### config.mk
export PLATFORM = sky130hd
export DESIGN_NAME = placement_readback
export DESIGN_NICKNAME = d
export VERILOG_FILES = /design/src/rtl/placement_pkg.sv /design/src/rtl/placement_cell_addr.sv /design/src/rtl/placement_readback.sv
export SDC_FILE = /design/constraint.sdc
export NUM_CORES = 1
export LEC_CHECK = 0
export ABC_AREA = 0
export ABC_CLOCK_PERIOD_IN_PS = 2900
export CORE_MARGIN = 2
export CORE_UTILIZATION = 48
export DETAILED_ROUTE_END_ITERATION = 7
export PLACE_DENSITY = 0.82
export SYNTH_ARGS = -nofsm -noshare
export SYNTH_HDL_FRONTEND = slang
export SYNTH_HIERARCHICAL = 1
export SYNTH_SLANG_ARGS = --single-unit
### constraint.sdc
create_clock -name clk -period 2.9 [get_ports clk]
set_input_delay 0.29 -clock clk [delete_from_list [all_inputs] [get_ports clk]]
set_output_delay 0.29 -clock clk [all_outputs]
set_load 0.05 [all_outputs]
### src/rtl/placement_pkg.sv
`default_nettype none
// ============================================================================
// Module   : placement_pkg
// Purpose  : Shared types and constants for the placement engine and readback.
// Revision : 1.0
// ============================================================================
package placement_pkg;

    localparam int DW_DEF     = 32;
    localparam int NODE_W_DEF = 11;

    // Position and grid entries use all-ones to mean "nothing here".
    localparam int EMPTY = -1;

    typedef logic [1:0] status_t;
    localparam status_t ST_OK       = 2'd0;
    localparam status_t ST_UNPLACED = 2'd1;
    localparam status_t ST_OOB      = 2'd2;
    localparam status_t ST_MISMATCH = 2'd3;

    typedef enum logic [3:0] {
        FSM_IDLE  = 4'd0,
        FSM_N_RD  = 4'd1,
        FSM_N_CHK = 4'd2,
        FSM_G_RD  = 4'd3,
        FSM_G_CHK = 4'd4,
        FSM_EMIT  = 4'd5,
        FSM_S_RD  = 4'd6,
        FSM_S_CHK = 4'd7,
        FSM_DONE  = 4'd8
    } fsm_state_t;

endpackage
`default_nettype wire

### src/rtl/placement_cell_addr.sv
`default_nettype none
// ============================================================================
// Module   : placement_cell_addr
// Purpose  : Bounds check of a signed (x,y) position and its grid cell address.
// Revision : 1.0
// ============================================================================
module placement_cell_addr #(
    parameter int N       = 5,
    parameter int DW      = 32,
    parameter int GRID_AW = 5
) (
    input  logic signed [DW-1:0]      x,
    input  logic signed [DW-1:0]      y,
    output logic                      in_bounds,
    output logic        [GRID_AW-1:0] cell_addr
);

    localparam logic signed [DW-1:0] c_N    = DW'(N);
    localparam logic signed [DW-1:0] c_ZERO = '0;

    assign in_bounds = (x >= c_ZERO) && (x < c_N) && (y >= c_ZERO) && (y < c_N);

    // Only meaningful when in_bounds; truncation is safe because x*N+y < N*N.
    assign cell_addr = GRID_AW'(x * c_N + y);

endmodule
`default_nettype wire

### src/rtl/placement_readback.sv
`default_nettype none
// ============================================================================
// Module   : placement_readback
// Purpose  : Reads back pos_X/pos_Y/grid after placement, streams per-node
//            records and counts grid occupancy for a pass/fail verdict.
// Revision : 1.0
// ============================================================================
module placement_readback
    import placement_pkg::*;
#(
    parameter int N       = 5,
    parameter int NODE_W  = NODE_W_DEF,
    parameter int GRID_AW = 5,
    parameter int DW      = DW_DEF,
    parameter int CNT_W   = 16
) (
    input  logic               clk,
    input  logic               reset,
    input  logic               start,
    input  logic [NODE_W-1:0]  num_nodes,
    output logic               busy,
    output logic               done,
    output logic               px_re,
    output logic [NODE_W-1:0]  px_addr,
    input  logic [DW-1:0]      px_dout,
    output logic               py_re,
    output logic [NODE_W-1:0]  py_addr,
    input  logic [DW-1:0]      py_dout,
    output logic               g_re,
    output logic [GRID_AW-1:0] g_addr,
    input  logic [DW-1:0]      g_dout,
    output logic               rec_valid,
    input  logic               rec_ready,
    output logic [NODE_W-1:0]  rec_node,
    output logic [DW-1:0]      rec_x,
    output logic [DW-1:0]      rec_y,
    output logic [1:0]         rec_status,
    output logic [CNT_W-1:0]   placed_cnt,
    output logic [CNT_W-1:0]   err_unplaced,
    output logic [CNT_W-1:0]   err_oob,
    output logic [CNT_W-1:0]   err_mismatch,
    output logic [CNT_W-1:0]   grid_occ,
    output logic               pass
);

    localparam logic [DW-1:0]      c_EMPTY = DW'(EMPTY);
    localparam logic [GRID_AW-1:0] c_LAST  = GRID_AW'(N * N - 1);
    localparam logic [CNT_W-1:0]   c_ONE   = CNT_W'(1);

    fsm_state_t         r_state, w_state_nxt;
    logic [NODE_W-1:0]  r_k, w_k_nxt;
    logic [NODE_W-1:0]  r_num, w_num_nxt;
    logic [GRID_AW-1:0] r_c, w_c_nxt;
    logic [DW-1:0]      r_x, w_x_nxt;
    logic [DW-1:0]      r_y, w_y_nxt;
    status_t            r_status, w_status_nxt;
    logic [CNT_W-1:0]   r_placed, w_placed_nxt;
    logic [CNT_W-1:0]   r_unpl, w_unpl_nxt;
    logic [CNT_W-1:0]   r_oob, w_oob_nxt;
    logic [CNT_W-1:0]   r_mis, w_mis_nxt;
    logic [CNT_W-1:0]   r_occ, w_occ_nxt;
    logic [GRID_AW-1:0] r_g_addr, w_g_addr_nxt;
    logic               r_pass, w_pass_nxt;
    logic               r_pos_re;
    logic               r_g_re;
    logic               r_rec_valid;
    logic               r_busy;
    logic               r_done;

    logic               w_in_bounds;
    logic [GRID_AW-1:0] w_cell;
    logic [NODE_W-1:0]  w_k_inc;

    placement_cell_addr #(
        .N       (N),
        .DW      (DW),
        .GRID_AW (GRID_AW)
    ) u_cell_addr (
        .x         (px_dout),
        .y         (py_dout),
        .in_bounds (w_in_bounds),
        .cell_addr (w_cell)
    );

    assign w_k_inc = r_k + NODE_W'(1);

    always_comb begin
        w_state_nxt  = r_state;
        w_k_nxt      = r_k;
        w_num_nxt    = r_num;
        w_c_nxt      = r_c;
        w_x_nxt      = r_x;
        w_y_nxt      = r_y;
        w_status_nxt = r_status;
        w_placed_nxt = r_placed;
        w_unpl_nxt   = r_unpl;
        w_oob_nxt    = r_oob;
        w_mis_nxt    = r_mis;
        w_occ_nxt    = r_occ;
        w_g_addr_nxt = r_g_addr;
        w_pass_nxt   = r_pass;

        case (r_state)
            FSM_IDLE, FSM_DONE: begin
                if (start) begin
                    w_placed_nxt = '0;
                    w_unpl_nxt   = '0;
                    w_oob_nxt    = '0;
                    w_mis_nxt    = '0;
                    w_occ_nxt    = '0;
                    w_pass_nxt   = 1'b0;
                    w_k_nxt      = '0;
                    w_c_nxt      = '0;
                    w_num_nxt    = num_nodes;
                    w_state_nxt  = (num_nodes == '0) ? FSM_S_RD : FSM_N_RD;
                end
            end
            FSM_N_RD: w_state_nxt = FSM_N_CHK;
            FSM_N_CHK: begin
                w_x_nxt = px_dout;
                w_y_nxt = py_dout;
                if (px_dout == c_EMPTY || py_dout == c_EMPTY) begin
                    w_status_nxt = ST_UNPLACED;
                    w_state_nxt  = FSM_EMIT;
                end else if (!w_in_bounds) begin
                    w_status_nxt = ST_OOB;
                    w_state_nxt  = FSM_EMIT;
                end else begin
                    w_g_addr_nxt = w_cell;
                    w_state_nxt  = FSM_G_RD;
                end
            end
            FSM_G_RD: w_state_nxt = FSM_G_CHK;
            FSM_G_CHK: begin
                w_status_nxt = (g_dout == DW'(r_k)) ? ST_OK : ST_MISMATCH;
                w_state_nxt  = FSM_EMIT;
            end
            FSM_EMIT: begin
                if (r_rec_valid && rec_ready) begin
                    case (r_status)
                        ST_OK:       w_placed_nxt = r_placed + c_ONE;
                        ST_UNPLACED: w_unpl_nxt   = r_unpl + c_ONE;
                        ST_OOB:      w_oob_nxt    = r_oob + c_ONE;
                        default:     w_mis_nxt    = r_mis + c_ONE;
                    endcase
                    w_k_nxt = w_k_inc;
                    if (w_k_inc == r_num) begin
                        w_c_nxt     = '0;
                        w_state_nxt = FSM_S_RD;
                    end else begin
                        w_state_nxt = FSM_N_RD;
                    end
                end
            end
            FSM_S_RD: w_state_nxt = FSM_S_CHK;
            FSM_S_CHK: begin
                if (g_dout != c_EMPTY) begin
                    w_occ_nxt = r_occ + c_ONE;
                end
                if (r_c == c_LAST) begin
                    // Verdict uses the final occupancy including this cell.
                    w_pass_nxt  = ((r_unpl | r_oob | r_mis) == '0) && (w_occ_nxt == r_placed);
                    w_state_nxt = FSM_DONE;
                end else begin
                    w_c_nxt     = r_c + GRID_AW'(1);
                    w_state_nxt = FSM_S_RD;
                end
            end
            default: w_state_nxt = FSM_IDLE;
        endcase

        if (w_state_nxt == FSM_S_RD) begin
            w_g_addr_nxt = w_c_nxt;
        end
    end

    // Strobes and flags are registered from the next state so they line up
    // with the state they belong to.
    always_ff @(posedge clk) begin
        if (reset) begin
            r_state     <= FSM_IDLE;
            r_k         <= '0;
            r_num       <= '0;
            r_c         <= '0;
            r_x         <= '0;
            r_y         <= '0;
            r_status    <= ST_OK;
            r_placed    <= '0;
            r_unpl      <= '0;
            r_oob       <= '0;
            r_mis       <= '0;
            r_occ       <= '0;
            r_g_addr    <= '0;
            r_pass      <= 1'b0;
            r_pos_re    <= 1'b0;
            r_g_re      <= 1'b0;
            r_rec_valid <= 1'b0;
            r_busy      <= 1'b0;
            r_done      <= 1'b0;
        end else begin
            r_state     <= w_state_nxt;
            r_k         <= w_k_nxt;
            r_num       <= w_num_nxt;
            r_c         <= w_c_nxt;
            r_x         <= w_x_nxt;
            r_y         <= w_y_nxt;
            r_status    <= w_status_nxt;
            r_placed    <= w_placed_nxt;
            r_unpl      <= w_unpl_nxt;
            r_oob       <= w_oob_nxt;
            r_mis       <= w_mis_nxt;
            r_occ       <= w_occ_nxt;
            r_g_addr    <= w_g_addr_nxt;
            r_pass      <= w_pass_nxt;
            r_pos_re    <= (w_state_nxt == FSM_N_RD);
            r_g_re      <= (w_state_nxt == FSM_G_RD) || (w_state_nxt == FSM_S_RD);
            r_rec_valid <= (w_state_nxt == FSM_EMIT);
            r_busy      <= (w_state_nxt != FSM_IDLE) && (w_state_nxt != FSM_DONE);
            r_done      <= (w_state_nxt == FSM_DONE);
        end
    end

    assign busy         = r_busy;
    assign done         = r_done;
    assign px_re        = r_pos_re;
    assign py_re        = r_pos_re;
    assign px_addr      = r_k;
    assign py_addr      = r_k;
    assign g_re         = r_g_re;
    assign g_addr       = r_g_addr;
    assign rec_valid    = r_rec_valid;
    assign rec_node     = r_k;
    assign rec_x        = r_x;
    assign rec_y        = r_y;
    assign rec_status   = r_status;
    assign placed_cnt   = r_placed;
    assign err_unplaced = r_unpl;
    assign err_oob      = r_oob;
    assign err_mismatch = r_mis;
    assign grid_occ     = r_occ;
    assign pass         = r_pass;

endmodule
`default_nettype wire

==> results of run 1 <==
## registers in the layout (all words and copies together), names as in the netlist, 2 cells and up
signal,cells
px_addr,11
r_num,11
rec_y,32
placed_cnt,16
err_unplaced,16
r_c,5
g_addr,5
rec_x,32
r_state,4
rec_status,2
grid_occ,16
err_mismatch,16
err_oob,16
## cell families (layout without fill, tap and decap cells)
kind of cell | after synthesis | count (layout)
buffers and inverters | 113 | 444
AOI/OAI and AO/OA | 247 | 247
muxes | 7 | 7
adders and majority gates | 18 | 18
and+or+nand+nor | 594 | 594
xor gates and xnor gates | 94 | 94
DFF | 188 | 188
## cell usage after synthesis (10+ instances only)
cell,instances,area [um^2]
a211oi_1,10,75.07
a21oi_1,136,680.7
a31oi_1,10,62.56
and3_1,19,118.9
buf_2,14,70.07
buf_4,26,195.2
clkbuf_1,43,161.4
dfxtp_1,188,3764
ha_1,16,200.2
inv_1,22,82.58
nand2_1,225,844.6
nand3_1,36,180.2
nand4_1,55,344.1
nor2_1,118,442.9
nor3_1,21,105.1
nor4_1,41,256.5
o21ai_0,42,210.2
or3_1,19,118.9
xnor2_1,53,464.2
xor2_1,41,359.1
## cell usage in the layout, fill, tap and decap left out, drive strengths merged, types with 36 or more instances in the layout
cell,instances
a21oi,136
nor2,118
clkdlybuf4s50,300
o21ai,44
xnor2,53
nand3,36
dfxtp,188
nand2,225
nand4,57
buf,92
nor4,48
xor2,41
## per-stage QoR
step | power, mW | util, % | setup WS (ns) | cell area, um^2
finish | 6.917 | 69.71 | 0.1497 | 14110
global route | 7.167 | 69.71 | 0.01915 | 14110
CTS | 6.903 | 69.47 | 0.01174 | 14060
detailed placement | 4.587 | 66.62 | -0.4153 | 13480
global placement | 4.551 | 66.62 | -0.3351 | 13480
floorplan | 3.880 | - | 0.1797 | 9869
## routing by layer
| metal | vias to the layer above | track usage (%) | share of wire [%] |
|---|---|---|---|
| met1 | 5001 | 35.13 | 40 |
| li1 | 5086 | - | - |
| met4 | 0 | 11.06 | 3.2 |
| met3 | 76 | 8.086 | 8.9 |
| met2 | 483 | 48.90 | 48 |
| met5 | - | 0 | 0 |
## layout make-up
class | count | area [um^2] | share of cell area (%)
Multi-Input combinational cell | 960 | 5638 | 39.97
Sequential cell | 188 | 3765 | 26.69
Timing Repair Buffer | 392 | 3706 | 26.27
Clock buffer | 19 | 442.9 | 3.140
Tap cell | 270 | 337.8 | 2.395
Clock inverter | 11 | 133.9 | 0.9491
Inverter | 22 | 82.58 | 0.5854
## power by group through the flow
stage / Sequential (mW) / Clock [mW] / Combinational, mW
floorplan: 3.18 / 0 / 0.704
global placement: 2.90 / 0 / 1.65
detailed placement: 2.91 / 0 / 1.68
CTS: 2.85 / 2.36 / 1.69
global route: 2.87 / 2.46 / 1.83
finish: 2.85 / 2.35 / 1.71
## how the worst min path moves through the flow
stage | start | to | depth (start not counted)
2_1_floorplan | num_nodes[0] | r_num[0]$_SDFFE_PP0P_ | 2
6_report | reset | placed_cnt[1]$_SDFFE_PP0P_ | 2
5_1_grt | reset | placed_cnt[1]$_SDFFE_PP0P_ | 2
3_5_place_dp | rec_y[5]$_SDFFE_PP0P_ | rec_y[5]$_SDFFE_PP0P_ | 2
4_1_cts | reset | px_addr[8]$_SDFFE_PP0P_ | 2
3_3_place_gp | rec_y[8]$_SDFFE_PP0P_ | rec_y[8]$_SDFFE_PP0P_ | 2
==> results.cfg, run 1 <==
[status]
run_status = finished clean

[critical_path]
cp_top_family = simple AND/OR/NAND/NOR gates
endpoint = g_addr[2]$_SDFFE_PP0P_
worst_setup_path_start_kind = primary input
critPathMaxFanout = 5
crit-reg2reg-launch = px_addr[3]$_SDFFE_PP0P_
path_class = in -> reg
cp.depth = 12
startpoint = py_dout[13]
worstRegToRegCells = 7
crit_buf_inv = 3
setup.worst_path.end_class = flop
cpMaxStageDelayCell = or4_1
path_cells = clkdlybuf4s50_1 -> nor4_4 -> nand4_1 -> or4_1 -> nor2_1 -> inv_1 -> a221oi_2 -> buf_4 -> nand2_2 -> mux2_2 -> a31oi_1 -> o31ai_1
r2r_slack_ns = 0.20
required_ns = 3.22
arrival_ns = 3.07
max_stage_delay_ns = 0.57
r2r-end = r_c[2]$_SDFF_PP0_

[yosys]
synth_cell_type_count = 70
synth_ff_type = dfxtp_1
synth-xor-area-share_pct = 8.342
ys_warn_count = 6
synth.area.mux_share_pct = 0.7987
synth.net_count = 1390
synthAdderAreaFrac_pct = 2.434
yosysSeqAreaShare_pct = 38.13
synth.avg_cell_area_um2 = 7.827
syn_inst = 1261
synth-edff-count = 0
async_flop_share_pct = 0
ys_seq_elements = 188
yosys.area_share.simple_pct = 30.07
synth_compound_area_share_pct = 14.73
synth_area_um2 = 9869
synth_top_family_by_area = simple AND/OR/NAND/NOR gates

[pwr]
seqPwrFrac_pct = 41.2
switching_share_pct = 32.84
combPwrFrac_pct = 24.7
peakVddDrop_v = 0.0004563
p_switching_mw = 2.271
internal_power_mw = 4.646
power_density_nw_per_um2 = 490.4
power_leakage_nw = 4.909
power_frac_clock_pct = 34.0

[layout]
drive_gt1_share_pct = 9.925
fin_nets = 1710
syn2layout_area_growth_pct = 42.93
fillCellCount = 1613
fin_cells = 1862
antenna_cells = 0

[sta]
tns_ns = 0
hold_viol_final = 0
hold_ws_ns = 0.2725
worst_pin_slew_ns = 1.022
slew_violations = 0
finalCritPeriodShare_pct = 94.84
max_freq_mhz = 363.6
finalCriticalPeriod_ns = 2.750
slew_headroom_pct = 31.84
setup_violations = 0
rsz0062_at_grt = no
finalClockSkew_ns = 0.009716

[clock_tree]
cts_resized = 0
ctsHoldBuffers = 0
numCtsBuffers = 17
max-clock-path-buffers = 2
cts_tree = done
post-cts-setup-buffer-count = 0
clkTransAtPathRegs_ns = 0.07
clk_latency_ns = 0.44
cts_sinks = 188
htreeDepth = 4
cts-root-buf = clkbuf_16

[grt]
grt_pass1_wl_um = 51220
grt_max_degree = 99
overflow = 0
grt_pass1_vias = 10150
antenna_found_initial = 0
grt_usage_pct = 28.93

[detailed_routing]
drtIter0Drc = 1022
vias = 10650
ant_nets = 0
drc_errors = 0
routed_wl_um = 32280
wl_per_cell_um = 17.34
first_pass_iters = 6
avgViaCountPerCell = 5.718

[run]
maxCapViolCount = 0

[place]
dp_hpwl_um = 23990
io_buffers = 301
dp.cells = 1832
gp_congestion = 0.8870

[die]
die_h_um = 147.4
die_w_um = 147.4
io_pins = 302
die_area_um2 = 21720
start_util_pct = 48.78
rows = 52
core-area_um2 = 20230

[min_path]
hold_path_class = in -> reg
(Power assumes the default switching activity.)
==> run 2, diff against run 1 <==
SETUP_SLACK_MARGIN = 0.4   (was default)
==> run 2 against run 1 <==
Flip-flop and latch count did not move. Sequential power is essentially flat. Register-to-register slack better by 0.30 ns. Power grew 0.15%.
==> results.cfg, run 2 (synthesis gave the netlist of run 1 again) <==
[status]
run_status = finished clean

[critical_path]
cp.depth = 12
crit-reg2reg-launch = px_addr[0]$_SDFFE_PP0P_
crit_buf_inv = 3
r2r_slack_ns = 0.50
required_ns = 3.17
max_stage_delay_ns = 0.48
cp_top_family = simple AND/OR/NAND/NOR gates
arrival_ns = 2.83
setup.worst_path.end_class = flop
cpMaxStageDelayCell = or4_4
critPathMaxFanout = 5
startpoint = px_dout[30]
path_cells = clkdlybuf4s50_1 -> nor4_2 -> nand4_1 -> or4_4 -> nor2_4 -> inv_2 -> a221oi_2 -> buf_4 -> nand2_4 -> mux2_4 -> a31oi_4 -> o32ai_2
path_class = in -> reg
worst_setup_path_start_kind = primary input
worstRegToRegCells = 8
endpoint = g_addr[4]$_SDFFE_PP0P_
r2r-end = g_addr[1]$_SDFFE_PP0P_

[detailed_routing]
first_pass_iters = 6
ant_nets = 0
drc_errors = 0
drtIter0Drc = 778
avgViaCountPerCell = 5.709
wl_per_cell_um = 17.34
routed_wl_um = 32510
vias = 10700

[layout]
fin_cells = 1875
fin_area_um2 = 14310
syn2layout_area_growth_pct = 45.00
drive_gt1_share_pct = 12.96
final_common_cell = clkdlybuf4s50_1
fin_nets = 1721
antenna_cells = 0
postLayoutCoreUtil_pct = 70.73
mostFrequentLayoutCells = 244 x clkdlybuf4s50_1, 223 x nand2_1, 180 x dfxtp_1

[pwr]
peakVddDrop_v = 0.0003378
fin_total_pwr_mw = 6.928
power_density_nw_per_um2 = 484.1
power_leakage_nw = 5.148

[place]
io_buffers = 301
placed_cell_area_um2 = 13560
dp_hpwl_um = 24020
gp_congestion = 0.9451
dp.cells = 1839

[grt]
antenna_found_initial = 0
grt_pass1_wl_um = 51270
grt_usage_pct = 28.99
grt_pass1_vias = 10110
overflow = 0
grt_max_degree = 67

[clock_tree]
clk_latency_ns = 0.43
cts-root-buf = clkbuf_16
cts_sinks = 188
numCtsBuffers = 17
clkTransAtPathRegs_ns = 0.08
htreeDepth = 4
cts_tree = done
max-clock-path-buffers = 2

[die]
core-area_um2 = 20230
die_h_um = 147.4
io_pins = 302
start_util_pct = 48.78
rows = 52
die_area_um2 = 21720
die_w_um = 147.4

[min_path]
hp-start = reset
hold_path_class = in -> reg

[sta]
rsz0062_at_grt = yes
finalCritPeriodShare_pct = 88.32
setup_violations = 0
hold_viol_final = 0
finalCriticalPeriod_ns = 2.561
worst_pin_slew_ns = 0.7037
finalClockSkew_ns = 0.01077
slew_violations = 0
slew_headroom_pct = 53.09
max_freq_mhz = 390.4

[run]
maxCapViolCount = 0
[run 2: per-layer routing]
| metal | share of wire (%) | track usage (%) | up-vias |
|---|---|---|---|
| met5 | 0 | 0 | - |
| met4 | 1.9 | 7.933 | 0 |
| met3 | 8.8 | 8.426 | 44 |
| met2 | 49 | 50.86 | 476 |
| met1 | 40 | 34.73 | 5082 |
| li1 | - | - | 5102 |
[run 2: worst min path at each step]
stage	end	slack, ns	cells past startpoint
finish	grid_occ[10]$_SDFFE_PP0P_	0.22	2
global route	grid_occ[6]$_SDFFE_PP0P_	0.21	2
CTS	grid_occ[14]$_SDFFE_PP0P_	0.20	2
detailed placement	rec_y[1]$_SDFFE_PP0P_	0.45	2
global placement	rec_y[24]$_SDFFE_PP0P_	0.44	2
floorplan	r_num[0]$_SDFFE_PP0P_	0.43	2
[run 2: what timing repair did]
| action | in CTS | in global routing |
|---|---|---|
| pin swaps | 22 | 20 |
| hold buffers | 0 | 0 |
| endpoints found under the setup margin | 17 | 49 |
| buffers inserted | 0 | 4 |
| gates resized for setup | 71 | 60 |
[run 2: power breakdown]
group	internal [mW]	switching (mW)	leakage [nW]	total, mW
combinational	0.626	1.09	3.34	1.71
sequential	2.71	0.138	1.52	2.85
clock	1.25	1.12	0.285	2.37
[run 2: stage by stage]
step	setup slack (ns)	hold WS [ns]	setup TNS [ns]
finish	0.3386	0.2161	0
global route	0.2518	0.2061	0
CTS	0.3766	0.2017	0
detailed placement	-0.6174	0.4453	-5.558
global placement	-0.4030	0.4410	-3.118
floorplan	0.3649	0.4260	0
[run 2: area by class of cell]
cell class              instances  area [um^2]
repair buffers                403         3760
flip-flops and latches        188         3779
well taps                     270        337.8
multi-input cells             960         5764
clock inverters                14        148.9
clock buffers                  18        439.2
fillers                      1606         5923
inverters                      22        82.58
==> run 3, diff against run 2 <==
CORE_ASPECT_RATIO = 1.5   (was default)
CORE_MARGIN = default   (was 2)
==> run 3 against run 2 <==
Clock power barely moved. Clock skew fell by 0.0018 ns. Via count barely moved. Core utilization rose by 0.86 points. Cell count fell by 0.64%. Routed wire length fell by 1.0%. Critical path depth fell by 1. Register-to-register slack got worse by 0.05 ns. Non-clock buffer count fell by 2. First-iteration DRC count rose by 4.1%. Sequential share of layout area rose by 0.10 points. Critical path type unchanged.
==> results.cfg, run 3 (synthesis gave the netlist of run 1 again) <==
[die]
die_h_um = 177.6
die_area_um2 = 21150
die_w_um = 119.1
start_util_pct = 49.49
core-area_um2 = 19940
rows = 63
io_pins = 302

[critical_path]
worst_setup_path_start_kind = primary input
arrival_ns = 2.74
critPathMaxFanout = 4
required_ns = 3.18
path_cells = dlygate4sd2_1 -> nor4_2 -> nand4_1 -> or4_4 -> nor2_4 -> inv_2 -> a221oi_4 -> nand2_2 -> mux2_4 -> a31oi_4 -> o32ai_2
cp_top_family = simple AND/OR/NAND/NOR gates
max_stage_delay_ns = 0.54
setup.worst_path.end_class = flop
cpMaxStageDelayCell = or4_4
path_class = in -> reg
r2r_slack_ns = 0.45
crit_buf_inv = 2

[detailed_routing]
drc_errors = 0
wl_met2_um = 16730
wl_per_cell_um = 17.27
ant_nets = 0
drt-met1-wl_um = 11700
wl_met3_um = 2590
vias = 10700
top_layer = met4
drtIter0Drc = 810
avgViaCountPerCell = 5.744
first_pass_iters = 7
routed_wl_um = 32170

[grt]
grt_pass1_wl_um = 50700
grt_pass1_vias = 10030
grt_usage_pct = 30.11
antenna_found_initial = 0
grt_max_degree = 69
overflow = 0

[sta]
rsz0062_at_grt = yes
setup_violations = 0
finalClockSkew_ns = 0.008981
max_freq_mhz = 406.9
hold_ws_ns = 0.1367
worst_pin_slew_ns = 0.7252
slew_headroom_pct = 51.65
slew_violations = 0
hold_viol_final = 0
finalCriticalPeriod_ns = 2.458
finalCritPeriodShare_pct = 84.75

[status]
run_status = finished clean

[pwr]
peakVddDrop_v = 0.0003945
power_frac_clock_pct = 34.6
seqPwrFrac_pct = 40.9
power_leakage_nw = 5.118
p_switching_mw = 2.280
internal_power_mw = 4.666
power_density_nw_per_um2 = 486.5
switching_share_pct = 32.83
combPwrFrac_pct = 24.5

[layout]
syn2layout_area_growth_pct = 44.65
mostFrequentLayoutCells = 242 x clkdlybuf4s50_1, 223 x nand2_1, 178 x dfxtp_1
fin_nets = 1719
drive_gt1_share_pct = 13.60
final_common_cell = clkdlybuf4s50_1
fin_area_um2 = 14280
antenna_cells = 0

[clock_tree]
numCtsBuffers = 17
max-clock-path-buffers = 2
cts-root-buf = clkbuf_16
htreeDepth = 4
clkTransAtPathRegs_ns = 0.07
cts_tree = done
clk_latency_ns = 0.43
cts_sinks = 188

[place]
io_buffers = 301
dp_hpwl_um = 24020
placed_cell_area_um2 = 13520
gp_congestion = 0.9324

[run]
maxCapViolCount = 0

[min_path]
hold_path_class = in -> reg
==> run 3: worst register-to-register path, cell delays in order, from the launching register on <==
cell and delay [ns]:
dfxtp_1 0.31, buf_4 0.18, inv_1 0.13, nor4_4 0.35, xnor2_1 0.16, nor4_4 0.38
nand4_4 0.23, a21o_4 0.30, mux2_4 0.29
==> run 3: stage by stage <==
stage / util (%) / cells / power [mW] / TNS, ns / worst slack (ns)
5_1_grt: 71.59 / 1863 / 7.230 / 0 / 0.3636
3_5_place_dp: 67.81 / 1828 / 4.569 / -2.902 / -0.4170
3_3_place_gp: 67.81 / 1828 / 4.540 / -1.941 / -0.2743
2_1_floorplan: - / 1261 / 3.880 / 0 / 0.3649
4_1_cts: 71.12 / 1861 / 6.939 / 0 / 0.3744
6_report: 71.59 / 1863 / 6.946 / 0 / 0.4423
==> run 3: per-layer routing <==
layer,up-vias,track usage [%]
li1,5098,-
met1,5011,32.00
met2,505,55.81
met3,87,7.680
met4,0,12.61
met5,-,0
==> run 3: final cells by class <==
type | count | area (um^2)
clock buffer | 19 | 452.9
clock inverter | 13 | 152.6
fill | 1569 | 5667
inverter | 22 | 82.58
multi-input combinational | 960 | 5814
sequential | 188 | 3784
tap | 260 | 325.3
timing repair buffer | 401 | 3665
==> run 3: final timing paths <==
kind	from	to	depth (start not counted)
worst max-delay path	py_dout[9]	g_addr[4]$_SDFFE_PP0P_	11
worst min-delay path	px_dout[8]	rec_x[8]$_SDFFE_PP0P_	3
worst max register to register	px_addr[6]$_SDFFE_PP0P_	g_addr[1]$_SDFFE_PP0P_	8
worst min register to register	rec_x[23]$_SDFFE_PP0P_	rec_x[23]$_SDFFE_PP0P_	2
==> run 3: timing repair <==
action | 4_1_cts | 5_1_grt
pin swaps | 23 | 20
setup endpoints to repair | 16 | 46
setup buffers | 1 | 2
resized for setup | 72 | 86
hold buffers | 0 | 0
==> run 3: power by group through the flow <==
| stage | Sequential [mW] | Clock (mW) | Combinational, mW |
|---|---|---|---|
| global placement | 2.89 | 0 | 1.65 |
| CTS | 2.84 | 2.43 | 1.66 |
| floorplan | 3.18 | 0 | 0.704 |
| detailed placement | 2.90 | 0 | 1.67 |
| finish | 2.84 | 2.40 | 1.70 |
| global route | 2.86 | 2.55 | 1.82 |
